File: config.mk
export PLATFORM = sky130hd
export DESIGN_NAME = sync_fifo_ctrl_flat
export DESIGN_NICKNAME = d
export VERILOG_FILES = /design/src/rtl/sync_fifo_ctrl_pkg.sv /design/src/rtl/sync_fifo_ctrl_if.sv /design/src/rtl/sync_fifo_ctrl_mem.sv /design/src/rtl/sync_fifo_ctrl.sv /design/src/flat_wrapper.sv
export SDC_FILE = /design/constraint.sdc
export NUM_CORES = 1
export LEC_CHECK = 0
export ABC_CLOCK_PERIOD_IN_PS = 3500
export CORE_MARGIN = 1.5
export CORE_UTILIZATION = 45
export DETAILED_ROUTE_END_ITERATION = 12
export MAX_ROUTING_LAYER = met4
export PLACE_DENSITY_LB_ADDON = 0.12
export SLEW_MARGIN = 40
export SYNTH_ARGS = -nofsm -noshare
export SYNTH_HDL_FRONTEND = slang
export SYNTH_HIERARCHICAL = 1
export SYNTH_SLANG_ARGS = --single-unit
File: constraint.sdc
create_clock -name clk -period 3.5 [get_ports clk]
set_input_delay 0.525 -clock clk [delete_from_list [all_inputs] [get_ports clk]]
set_output_delay 0.525 -clock clk [all_outputs]
set_load 0.02 [all_outputs]
File: src/rtl/sync_fifo_ctrl_pkg.sv
// Shared constants and elaboration helpers for the single-clock FIFO.
package fifo_pkg;

    localparam int unsigned FIFO_STD  = 0;
    localparam int unsigned FIFO_FWFT = 1;

    function automatic int unsigned addr_w(input int unsigned depth);
        return $clog2(depth);
    endfunction

    function automatic bit is_pow2(input int unsigned v);
        return (v >= 2) && ((v & (v - 1)) == 0);
    endfunction

    function automatic bit thresh_ok(input int unsigned ae, input int unsigned af,
                                     input int unsigned depth);
        return (ae < af) && (af <= depth);
    endfunction

endpackage

File: src/rtl/sync_fifo_ctrl_if.sv
// FIFO producer/consumer bundle; master drives requests, slave (the FIFO) drives status.
interface sync_fifo_ctrl_if #(
    parameter int unsigned DEPTH = 16,
    parameter int unsigned WIDTH = 8
);
    localparam int unsigned CNT_W = $clog2(DEPTH) + 1;

    logic             wr_en;
    logic [WIDTH-1:0] data_in;
    logic             rd_en;
    logic [WIDTH-1:0] data_out;
    logic             rd_valid;
    logic             full;
    logic             empty;
    logic             almost_full;
    logic             almost_empty;
    logic [CNT_W-1:0] count;
    logic             overflow;
    logic             underflow;

    modport master (
        output wr_en, data_in, rd_en,
        input  data_out, rd_valid, full, empty, almost_full, almost_empty,
               count, overflow, underflow
    );

    modport slave (
        input  wr_en, data_in, rd_en,
        output data_out, rd_valid, full, empty, almost_full, almost_empty,
               count, overflow, underflow
    );

endinterface

File: src/rtl/sync_fifo_ctrl_mem.sv
// WIDTH x DEPTH register array: synchronous write, asynchronous read.
module sync_fifo_mem #(
    parameter int unsigned WIDTH  = 8,
    parameter int unsigned DEPTH  = 16,
    parameter int unsigned ADDR_W = $clog2(DEPTH)
) (
    input  logic              clk,
    input  logic              we,
    input  logic [ADDR_W-1:0] waddr,
    input  logic [WIDTH-1:0]  wdata,
    input  logic [ADDR_W-1:0] raddr,
    output logic [WIDTH-1:0]  rdata
);

    logic [WIDTH-1:0] mem_q [DEPTH];

    always_ff @(posedge clk) begin
        if (we) mem_q[waddr] <= wdata;
    end

    assign rdata = mem_q[raddr];

endmodule

File: src/rtl/sync_fifo_ctrl.sv
// Single-clock FIFO controller: pointers, occupancy count, flags, error pulses,
// and either a registered read port or first-word-fall-through output.
module sync_fifo_ctrl
    import fifo_pkg::*;
#(
    parameter int unsigned DEPTH     = 16,
    parameter int unsigned WIDTH     = 8,
    parameter int unsigned FWFT      = 0,
    parameter int unsigned AE_THRESH = 2,
    parameter int unsigned AF_THRESH = 14
) (
    input  logic             clk,
    input  logic             rst,
    sync_fifo_ctrl_if.slave  bus
);

    localparam int unsigned ADDR_W = addr_w(DEPTH);
    localparam int unsigned CNT_W  = ADDR_W + 1;

    if (!is_pow2(DEPTH)) begin : g_bad_depth
        $error("sync_fifo_ctrl: DEPTH must be a power of 2 and >= 2");
    end
    if (!thresh_ok(AE_THRESH, AF_THRESH, DEPTH)) begin : g_bad_thresh
        $error("sync_fifo_ctrl: need AE_THRESH < AF_THRESH <= DEPTH");
    end
    if (FWFT != FIFO_STD && FWFT != FIFO_FWFT) begin : g_bad_mode
        $error("sync_fifo_ctrl: FWFT must be 0 or 1");
    end

    logic [ADDR_W-1:0] wr_ptr_q, wr_ptr_d;
    logic [ADDR_W-1:0] rd_ptr_q, rd_ptr_d;
    logic [CNT_W-1:0]  count_q, count_d;
    logic [WIDTH-1:0]  dout_q, dout_d;
    logic              rd_valid_q, rd_valid_d;
    logic              overflow_q, overflow_d;
    logic              underflow_q, underflow_d;
    logic              full, empty, wr_acc, rd_acc;
    logic [WIDTH-1:0]  mem_rdata;

    always_comb begin
        full        = (count_q == CNT_W'(DEPTH));
        empty       = (count_q == '0);
        wr_acc      = bus.wr_en & ~full;
        rd_acc      = bus.rd_en & ~empty;
        wr_ptr_d    = wr_ptr_q;
        rd_ptr_d    = rd_ptr_q;
        count_d     = count_q;
        dout_d      = dout_q;
        rd_valid_d  = rd_acc;
        overflow_d  = bus.wr_en & full;
        underflow_d = bus.rd_en & empty;
        if (wr_acc) wr_ptr_d = wr_ptr_q + ADDR_W'(1);
        if (rd_acc) begin
            rd_ptr_d = rd_ptr_q + ADDR_W'(1);
            dout_d   = mem_rdata;
        end
        case ({wr_acc, rd_acc})
            2'b10:   count_d = count_q + CNT_W'(1);
            2'b01:   count_d = count_q - CNT_W'(1);
            default: count_d = count_q;
        endcase
    end

    always_ff @(posedge clk) begin
        if (rst) begin
            wr_ptr_q    <= '0;
            rd_ptr_q    <= '0;
            count_q     <= '0;
            dout_q      <= '0;
            rd_valid_q  <= 1'b0;
            overflow_q  <= 1'b0;
            underflow_q <= 1'b0;
        end else begin
            wr_ptr_q    <= wr_ptr_d;
            rd_ptr_q    <= rd_ptr_d;
            count_q     <= count_d;
            dout_q      <= dout_d;
            rd_valid_q  <= rd_valid_d;
            overflow_q  <= overflow_d;
            underflow_q <= underflow_d;
        end
    end

    // Write port gated by reset so a same-cycle reset leaves memory untouched.
    sync_fifo_mem #(
        .WIDTH (WIDTH),
        .DEPTH (DEPTH),
        .ADDR_W(ADDR_W)
    ) u_mem (
        .clk  (clk),
        .we   (wr_acc & ~rst),
        .waddr(wr_ptr_q),
        .wdata(bus.data_in),
        .raddr(rd_ptr_q),
        .rdata(mem_rdata)
    );

    assign bus.data_out     = (FWFT == FIFO_FWFT) ? mem_rdata : dout_q;
    assign bus.rd_valid     = (FWFT == FIFO_FWFT) ? ~empty : rd_valid_q;
    assign bus.full         = full;
    assign bus.empty        = empty;
    assign bus.almost_full  = (count_q >= CNT_W'(AF_THRESH));
    assign bus.almost_empty = (count_q <= CNT_W'(AE_THRESH));
    assign bus.count        = count_q;
    assign bus.overflow     = overflow_q;
    assign bus.underflow    = underflow_q;

endmodule

File: src/flat_wrapper.sv
// flat-port wrapper written by rule: the top's interface ports become plain ports
module sync_fifo_ctrl_flat import fifo_pkg::*;
#(
    parameter int unsigned DEPTH     = 16,
    parameter int unsigned WIDTH     = 8,
    parameter int unsigned FWFT      = 0,
    parameter int unsigned AE_THRESH = 2,
    parameter int unsigned AF_THRESH = 14
)
  (clk, rst, bus_wr_en, bus_data_in, bus_rd_en, bus_data_out, bus_rd_valid, bus_full, bus_empty, bus_almost_full, bus_almost_empty, bus_count, bus_overflow, bus_underflow);
  sync_fifo_ctrl_if #(.DEPTH(DEPTH), .WIDTH(WIDTH)) bus_i ();
  input  logic clk;
  input  logic rst;
  input wire logic [$bits(bus_i.wr_en)-1:0] bus_wr_en;
  input wire logic [$bits(bus_i.data_in)-1:0] bus_data_in;
  input wire logic [$bits(bus_i.rd_en)-1:0] bus_rd_en;
  output wire logic [$bits(bus_i.data_out)-1:0] bus_data_out;
  output wire logic [$bits(bus_i.rd_valid)-1:0] bus_rd_valid;
  output wire logic [$bits(bus_i.full)-1:0] bus_full;
  output wire logic [$bits(bus_i.empty)-1:0] bus_empty;
  output wire logic [$bits(bus_i.almost_full)-1:0] bus_almost_full;
  output wire logic [$bits(bus_i.almost_empty)-1:0] bus_almost_empty;
  output wire logic [$bits(bus_i.count)-1:0] bus_count;
  output wire logic [$bits(bus_i.overflow)-1:0] bus_overflow;
  output wire logic [$bits(bus_i.underflow)-1:0] bus_underflow;
  assign bus_i.wr_en = bus_wr_en;
  assign bus_i.data_in = bus_data_in;
  assign bus_i.rd_en = bus_rd_en;
  assign bus_data_out = bus_i.data_out;
  assign bus_rd_valid = bus_i.rd_valid;
  assign bus_full = bus_i.full;
  assign bus_empty = bus_i.empty;
  assign bus_almost_full = bus_i.almost_full;
  assign bus_almost_empty = bus_i.almost_empty;
  assign bus_count = bus_i.count;
  assign bus_overflow = bus_i.overflow;
  assign bus_underflow = bus_i.underflow;
  sync_fifo_ctrl #(.DEPTH(DEPTH), .WIDTH(WIDTH), .FWFT(FWFT), .AE_THRESH(AE_THRESH), .AF_THRESH(AF_THRESH)) u_core (.clk(clk), .rst(rst), .bus(bus_i));
endmodule
Yosys cells after proc, flatten, opt, wreduce, memory -nomap -nowiden:

Memories as Yosys holds them, arrays and structs flattened. A register that Yosys moved wholly into a read port is not among the register bits.
Index checks and enable logic that the tools add are counted.

* $add $sub $neg: 4
* divide/modulo/power cells: 0
* equality and inequality tests: 3
* $lt $le $gt $ge: 2
* multipliers: 0
* reduce and logical (&&, ||, !) cells: 2
* shifts and indexed selects: 0
* mux-type cells: 3
* bitwise logic cells: 8

Operators by type and width (count)
* $pmux W5 S2: 1
* $add A4 B1 Y4 const B: 2
* $add A5 B1 Y5 const B: 1
* $and A1 B1 Y1: 5
* $eq A5 B5 Y1 const B: 1
* $ge A5 B4 Y1 const B: 1
* $le A5 B2 Y1 const B: 1
* $logic_not A5 Y1: 1
* $sub A5 B1 Y5 const B: 1
* $not A1 Y1: 3
* $eq A2 B1 Y1 const B: 1
* $eq A2 B2 Y1 const B: 1
* $mux W1: 2
* $reduce_bool A2 Y1: 1

* bits in read-only memories: 0
* input bits: 12
* logic and storage cells: 29
* bits in registers: 16
* output and inout bits: 20
* latch bits: 0
* memories: 1
* bits in writable memories: 128

Memory list
* u_core.u_mem.mem_q: words 16, width 8, read ports 1, clocked after Yosys merged registers in 1, wr ports 1, RTL line sync_fifo_ctrl_mem.sv:15 `logic [WIDTH-1:0] mem_q [DEPTH];`

Longest topological paths before layout:

* word-level depth: 6
* depth in mapped cells: 10
* gate-level depth less buffers: 9

Cells and area by module:

The synthesis kept the hierarchy.

Modules (own cells, without submodules)
* sync_fifo_mem: times used 1, area each 4987.3 um^2, cells an instance 221
* sync_fifo_ctrl: times used 1, area each 1117.3 um^2, cells an instance 115

Worst setup path before layout:

No wires, ideal clock.

* kind: reg-to-reg
* start: register u_core.count_q[0] (netlist: u_core/bus.count[0])
* end: register u_core.count_q[4] (netlist: u_core/bus.count[4])
* data required time: 3430 ps
* setup time: 70 ps
* arrival: 2812 ps
* buffers on the path: 1
* stages on the path, launching flop included: 11
* clock period less this slack: 2882 ps
* slack: 618 ps
* path through: dfxtp_1 -> or4_4 -> o21ai_4 -> buf_12 -> inv_1 -> ha_1 -> ha_1 -> a21oi_1 -> a21oi_1 -> or4_1 -> a21oi_1

* cells in the longest elaborated chain, start to end: 5

Ends and longest elaborated chain
* start: declaration: RTL line sync_fifo_ctrl.sv:32 `logic [CNT_W-1:0] count_q, count_d;`
* start signal: assignment: RTL line sync_fifo_ctrl.sv:76 `count_q <= count_d;`
* $logic_not A5 Y1 *: RTL line sync_fifo_ctrl.sv:42 `empty = (count_q == '0);`
* $not A1 Y1 *: RTL line sync_fifo_ctrl.sv:44 `rd_acc = bus.rd_en & ~empty;`
* $and A1 B1 Y1 *: RTL line sync_fifo_ctrl.sv:44
* named net u_core.rd_acc: RTL line sync_fifo_ctrl.sv:37 `logic full, empty, wr_acc, rd_acc;`
* $eq A2 B1 Y1 or $eq A2 B2 Y1 (tied branches): RTL line sync_fifo_ctrl.sv:57 `case ({wr_acc, rd_acc})`
* $pmux W5 S2 or $reduce_bool A2 Y1 (tied branches)

Mark *: on every way through the listed nets, which the timed path passes. The rest lies on a longest branch.
A chain may end at the register's enable or synchronous reset.

Worst setup path in the final report:

* start: register u_core.count_q[0] (netlist: u_core/bus.count[0])
* end: register u_core.count_q[4] (netlist: u_core/bus.count[4])

* cells in the longest elaborated chain, start to end: 5

Ends and longest elaborated chain (RTL line)
* $eq A5 B5 Y1 or $logic_not A5 Y1 (tied branches): sync_fifo_ctrl.sv:41, sync_fifo_ctrl.sv:42
* $not A1 Y1 (on tied branches): sync_fifo_ctrl.sv:43, sync_fifo_ctrl.sv:44
* $and A1 B1 Y1 (on tied branches): sync_fifo_ctrl.sv:43, sync_fifo_ctrl.sv:44
* $eq A2 B1 Y1 or $eq A2 B2 Y1 (tied branches): sync_fifo_ctrl.sv:57
* $pmux W5 S2 or $reduce_bool A2 Y1 (tied branches)

Parallel ways exist; a longest one is shown, timed or not.

==> Flow_metrics.wiki <==
{| class="wikitable"
! Metric !! Value
|-
| Width of the die || approximately 120 um
|-
| #FFs+latches synth || about 150
|-
| Number of enable flip-flop cells after synthesis || 128
|-
| Synthesis warning total || 6
|-
| Synthesis-to-layout area growth || 18.12%
|-
| Level count of the clock H-tree || 4
|-
| Nets in the synthesized netlist || between 300 and 400
|-
| Biggest area contributors in the synthesized netlist || sky130_fd_sc_hd__edfxtp_1 (63%), sky130_fd_sc_hd__dfxtp_1 (7.9%), sky130_fd_sc_hd__mux4_2 (6.6%)
|-
| Power density relative to cell area || around 720 mW/mm2
|-
| Relative contribution of the clock network to total power || 0.325
|-
| Commonest register cell after synthesis || sky130_fd_sc_hd__edfxtp_1
|-
| Post-Synthesis Mean Instance Area || ~18 um2
|-
| Leading cell type in the layout, fill and taps excluded || sky130_fd_sc_hd__edfxtp_1
|-
| Hold endpoint || u_core/bus.data_out[6]
|-
| Critical path peak fanout || 7
|-
| Antenna violations before repair || 0
|-
| Maximum clock insertion buffer count || 2
|-
| Switching fraction of total power || 0.2812
|-
| Design area || roughly 0.007 mm2
|-
| Async set or reset register ratio after synthesis || 0
|-
| Antenna Cells || 0
|-
| First-pass detailed-route iteration total || 4
|-
| Actual transition at the worst max-transition pin || about 670 ps
|-
| CP Class || reg -> reg
|-
| Most area-hungry cell type in the Yosys netlist || sky130_fd_sc_hd__edfxtp_1
|-
| TritonCTS clock tree || built
|-
| Final Hold Violating Endpoints || 0
|-
| Capture point of the worst reg-to-reg path || u_core/bus.count[4]
|-
| Maximum clock skew at final layout || roughly 12 ps
|-
| Post-CTS setup buffer count || 0
|-
| Number of clock sinks seen by CTS || between 150 and 200
|-
| Starting density of the core || 0.4610
|-
| Clock tree root buffer cell || sky130_fd_sc_hd__clkbuf_16
|-
| Cell depth of the worst flop-to-flop path || 9
|-
| Gp weighted congestion || between 0.7 and 0.8
|-
| Clock insertion delay at the later pin of the skew report || between 400 and 500 ps
|-
| Number of nets in the layout || 411
|-
| Net switching power of the design || around 1.5 mW
|-
| Post-Synthesis Cells || between 300 and 400
|-
| Combinational share of power || 0.246
|-
| Violation count after the first detailed-route iteration || 182
|-
| Leakage power figure || approximately 2.5 nW
|-
| Number of cells on the worst hold path || 2
|-
| Count of nets left with antenna violations after detail routing || 0
|-
| Type of origin of the critical path || register
|-
| Standard cell core area || 0.01324 mm2
|-
| Leading cell types in the layout, fill and taps excluded || sky130_fd_sc_hd__edfxtp_1 (128), sky130_fd_sc_hd__nor2_1 (37), sky130_fd_sc_hd__clkdlybuf4s50_1 (31)
|-
| Post-cts sizing count || 0
|-
| Post-detailed-routing wire length || between 10000 and 15000 um
|-
| Library cells used by synthesis || between 40 and 50
|-
| Via count || between 3000 and 4000
|-
| Result of the run || finished, final reports clean
|-
| Number of filler instances in the final layout || around 1100
|-
| Critical path data arrival time || roughly 3300 ps
|-
| Fraction of layout instances using a drive strength above 1 || 0.1836
|-
| Largest net degree at the start of global routing || 36
|-
| Die Y-Extent || about 120 um
|-
| CP Data Required Time || between 3000 and 4000 ps
|-
| Netlist area before placement || 0.006105 mm2
|-
| Maximum achievable frequency || between 0.3 and 0.4 GHz
|-
| Total area of multi-input combinational cells || roughly 0.0016 mm2
|-
| Setup repair after global routing missed its margin || no
|-
| Final Critical Period || between 2000 and 3000 ps
|-
| Clock-pin slew of the registers on the worst-case setup and hold paths || 60 ps
|-
| Number of global-route vias before repair || 3156
|-
| Share of the clock period used by the worst path || 0.8447
|-
| Hold Path Origin || u_core/bus.data_out[6]
|-
| Type of the tightest min-delay check || reg -> reg
|-
| Vias/cell || approximately 5.4
|-
| Total half-perimeter wirelength after legalization and detailed placement || roughly 7500 um
|-
| Number of buffers added by the clock tree synthesis step || 17
|-
| Final routed DRC violation total || 0
|-
| R2R setup slack || 540 ps
|-
| IO Port Bufs || 31
|-
| Hold buffer count at cts || 0
|-
| Global-route wire length before repair || ~18000 um
|-
| Endpoints failing setup || 0
|-
| Sequential share of power || 0.429
|-
| Overall track demand over capacity in global routing || 0.1889
|-
| Reg-to-reg startpoint || u_core/bus.count[0]
|-
| Area post-placement || 0.006670 mm2
|-
| Seq. cell area || ~0.0043 mm2
|-
| Max-slew violation total from the final report || 0
|-
| Leftover overflow at the end of global routing || 0
|-
| Detailed-route wire length per cell || between 20 and 25 um
|-
| Nature of the critical path endpoint || register
|-
| Max-cap check violation count || 0
|-
| Worst slew slack as a fraction of its limit || 0.5557
|-
| Worst vdd ir || approximately 0.33 mV
|-
| Die Area || between 0.01 and 0.015 mm2
|-
| Internal power || roughly 3.7 mW
|-
| Sequential share of the synthesized area || 0.7083
|-
| Row count || 42
|-
| Final total negative setup slack || 0 ps
|-
| Share of the synthesized area in the top cell type || 0.6296
|-
| Io pins || 32
|}
-- synthesized netlist by cell type (2+ instances only) --
cell,count
sky130_fd_sc_hd__a21oi_1,6
sky130_fd_sc_hd__ha_1,6
sky130_fd_sc_hd__nor2_1,37
sky130_fd_sc_hd__a211oi_1,2
sky130_fd_sc_hd__nand3b_1,2
sky130_fd_sc_hd__nor4_1,2
sky130_fd_sc_hd__nand3_1,3
sky130_fd_sc_hd__a22oi_1,16
sky130_fd_sc_hd__nand2b_1,2
sky130_fd_sc_hd__nor3_1,5
sky130_fd_sc_hd__edfxtp_1,128
sky130_fd_sc_hd__mux2i_1,11
sky130_fd_sc_hd__mux4_1,14
sky130_fd_sc_hd__nand2_1,11
sky130_fd_sc_hd__clkbuf_1,3
sky130_fd_sc_hd__mux4_2,18
sky130_fd_sc_hd__buf_2,4
sky130_fd_sc_hd__clkdlybuf4s25_2,3
sky130_fd_sc_hd__xor2_1,4
sky130_fd_sc_hd__inv_1,6
sky130_fd_sc_hd__dfxtp_1,24
sky130_fd_sc_hd__xnor2_1,4
sky130_fd_sc_hd__o211ai_1,2
sky130_fd_sc_hd__and3_1,2
sky130_fd_sc_hd__buf_6,4
-- state kept, by name, indices dropped and copies added (netlist names) --
name	flops
u_core/u_mem/mem_q	128
u_core/bus.data_out	8
u_core/bus.count	5
u_core/rd_ptr_q	4
u_core/wr_ptr_q	4
u_core/bus.overflow	1
u_core/bus.rd_valid	1
u_core/bus.underflow	1
-- how the worst max path moves through the flow --
stage                        start                   to  slack, ps
2_1_floorplan  u_core/bus.count[0]  u_core/bus.count[4]        620
3_3_place_gp             bus_wr_en  u_core/bus.count[4]        540
3_5_place_dp             bus_wr_en  u_core/bus.count[4]        440
4_1_cts        u_core/bus.count[0]  u_core/bus.count[4]        550
5_1_grt        u_core/bus.count[0]  u_core/bus.count[4]        290
6_report       u_core/bus.count[0]  u_core/bus.count[4]        540
-- worst max-delay path, stage by stage (launching register included) --
cell	delay, ps
sky130_fd_sc_hd__dfxtp_1	380
sky130_fd_sc_hd__nor4_1	610
sky130_fd_sc_hd__a21oi_1	260
sky130_fd_sc_hd__inv_1	130
sky130_fd_sc_hd__ha_1	270
sky130_fd_sc_hd__ha_1	300
sky130_fd_sc_hd__a21oi_1	200
sky130_fd_sc_hd__a21oi_1	110
sky130_fd_sc_hd__or4_1	470
sky130_fd_sc_hd__a21oi_1	150
-- layout make-up --
| cell class | count | share of cell area |
|---|---|---|
| tap | 176 | 0.03054 |
| inverter | 6 | 0.003123 |
| multi-input combinational | 162 | 0.2252 |
| clock inverter | 12 | 0.01544 |
| clock buffer | 18 | 0.05952 |
| sequential | 152 | 0.6002 |
| timing repair buffer | 53 | 0.06594 |
-- per-stage QoR --
stage               hold slack, ps  instances  power, mW    util  worst slack (ps)
floorplan                    522.2        336      3.139       -             618.2
global placement             478.8        549      3.544  0.5035             538.3
detailed placement           490.4        549      3.570  0.5037             444.9
CTS                          508.8        579      5.261  0.5445             548.1
global route                 523.5        579      5.447  0.5445             290.6
finish                       496.6        579      5.209  0.5445             543.6
-- cell families after synthesis --
logic type / Yosys count / share of synthesized area
buf+inv: 22 / 0.02562
simple gates: 73 / 0.05657
mux: 43 / 0.1447
fa+ha+maj: 7 / 0.01558
compound gates: 31 / 0.03771
flops: 152 / 0.7083
xor+xnor: 8 / 0.01148
-- power groups by stage --
stage	combinational [mW]	sequential, mW	clock (mW)
3_3_place_gp	1.28	2.27	0
5_1_grt	1.39	2.26	1.80
6_report	1.28	2.23	1.69
4_1_cts	1.30	2.24	1.72
3_5_place_dp	1.29	2.28	0
2_1_floorplan	0.883	2.26	0
-- layer usage --
layer / routed length, um / vias to the layer above / GRT usage
met5: 0 / - / -
met4: 227 / 0 / 0.08333
met3: 494 / 16 / 0.04646
met2: 5805 / 86 / 0.2856
met1: 5491 / 1566 / 0.2448
li1: - / 1457 / -
Note: power is estimated with default switching activity, not from simulation.
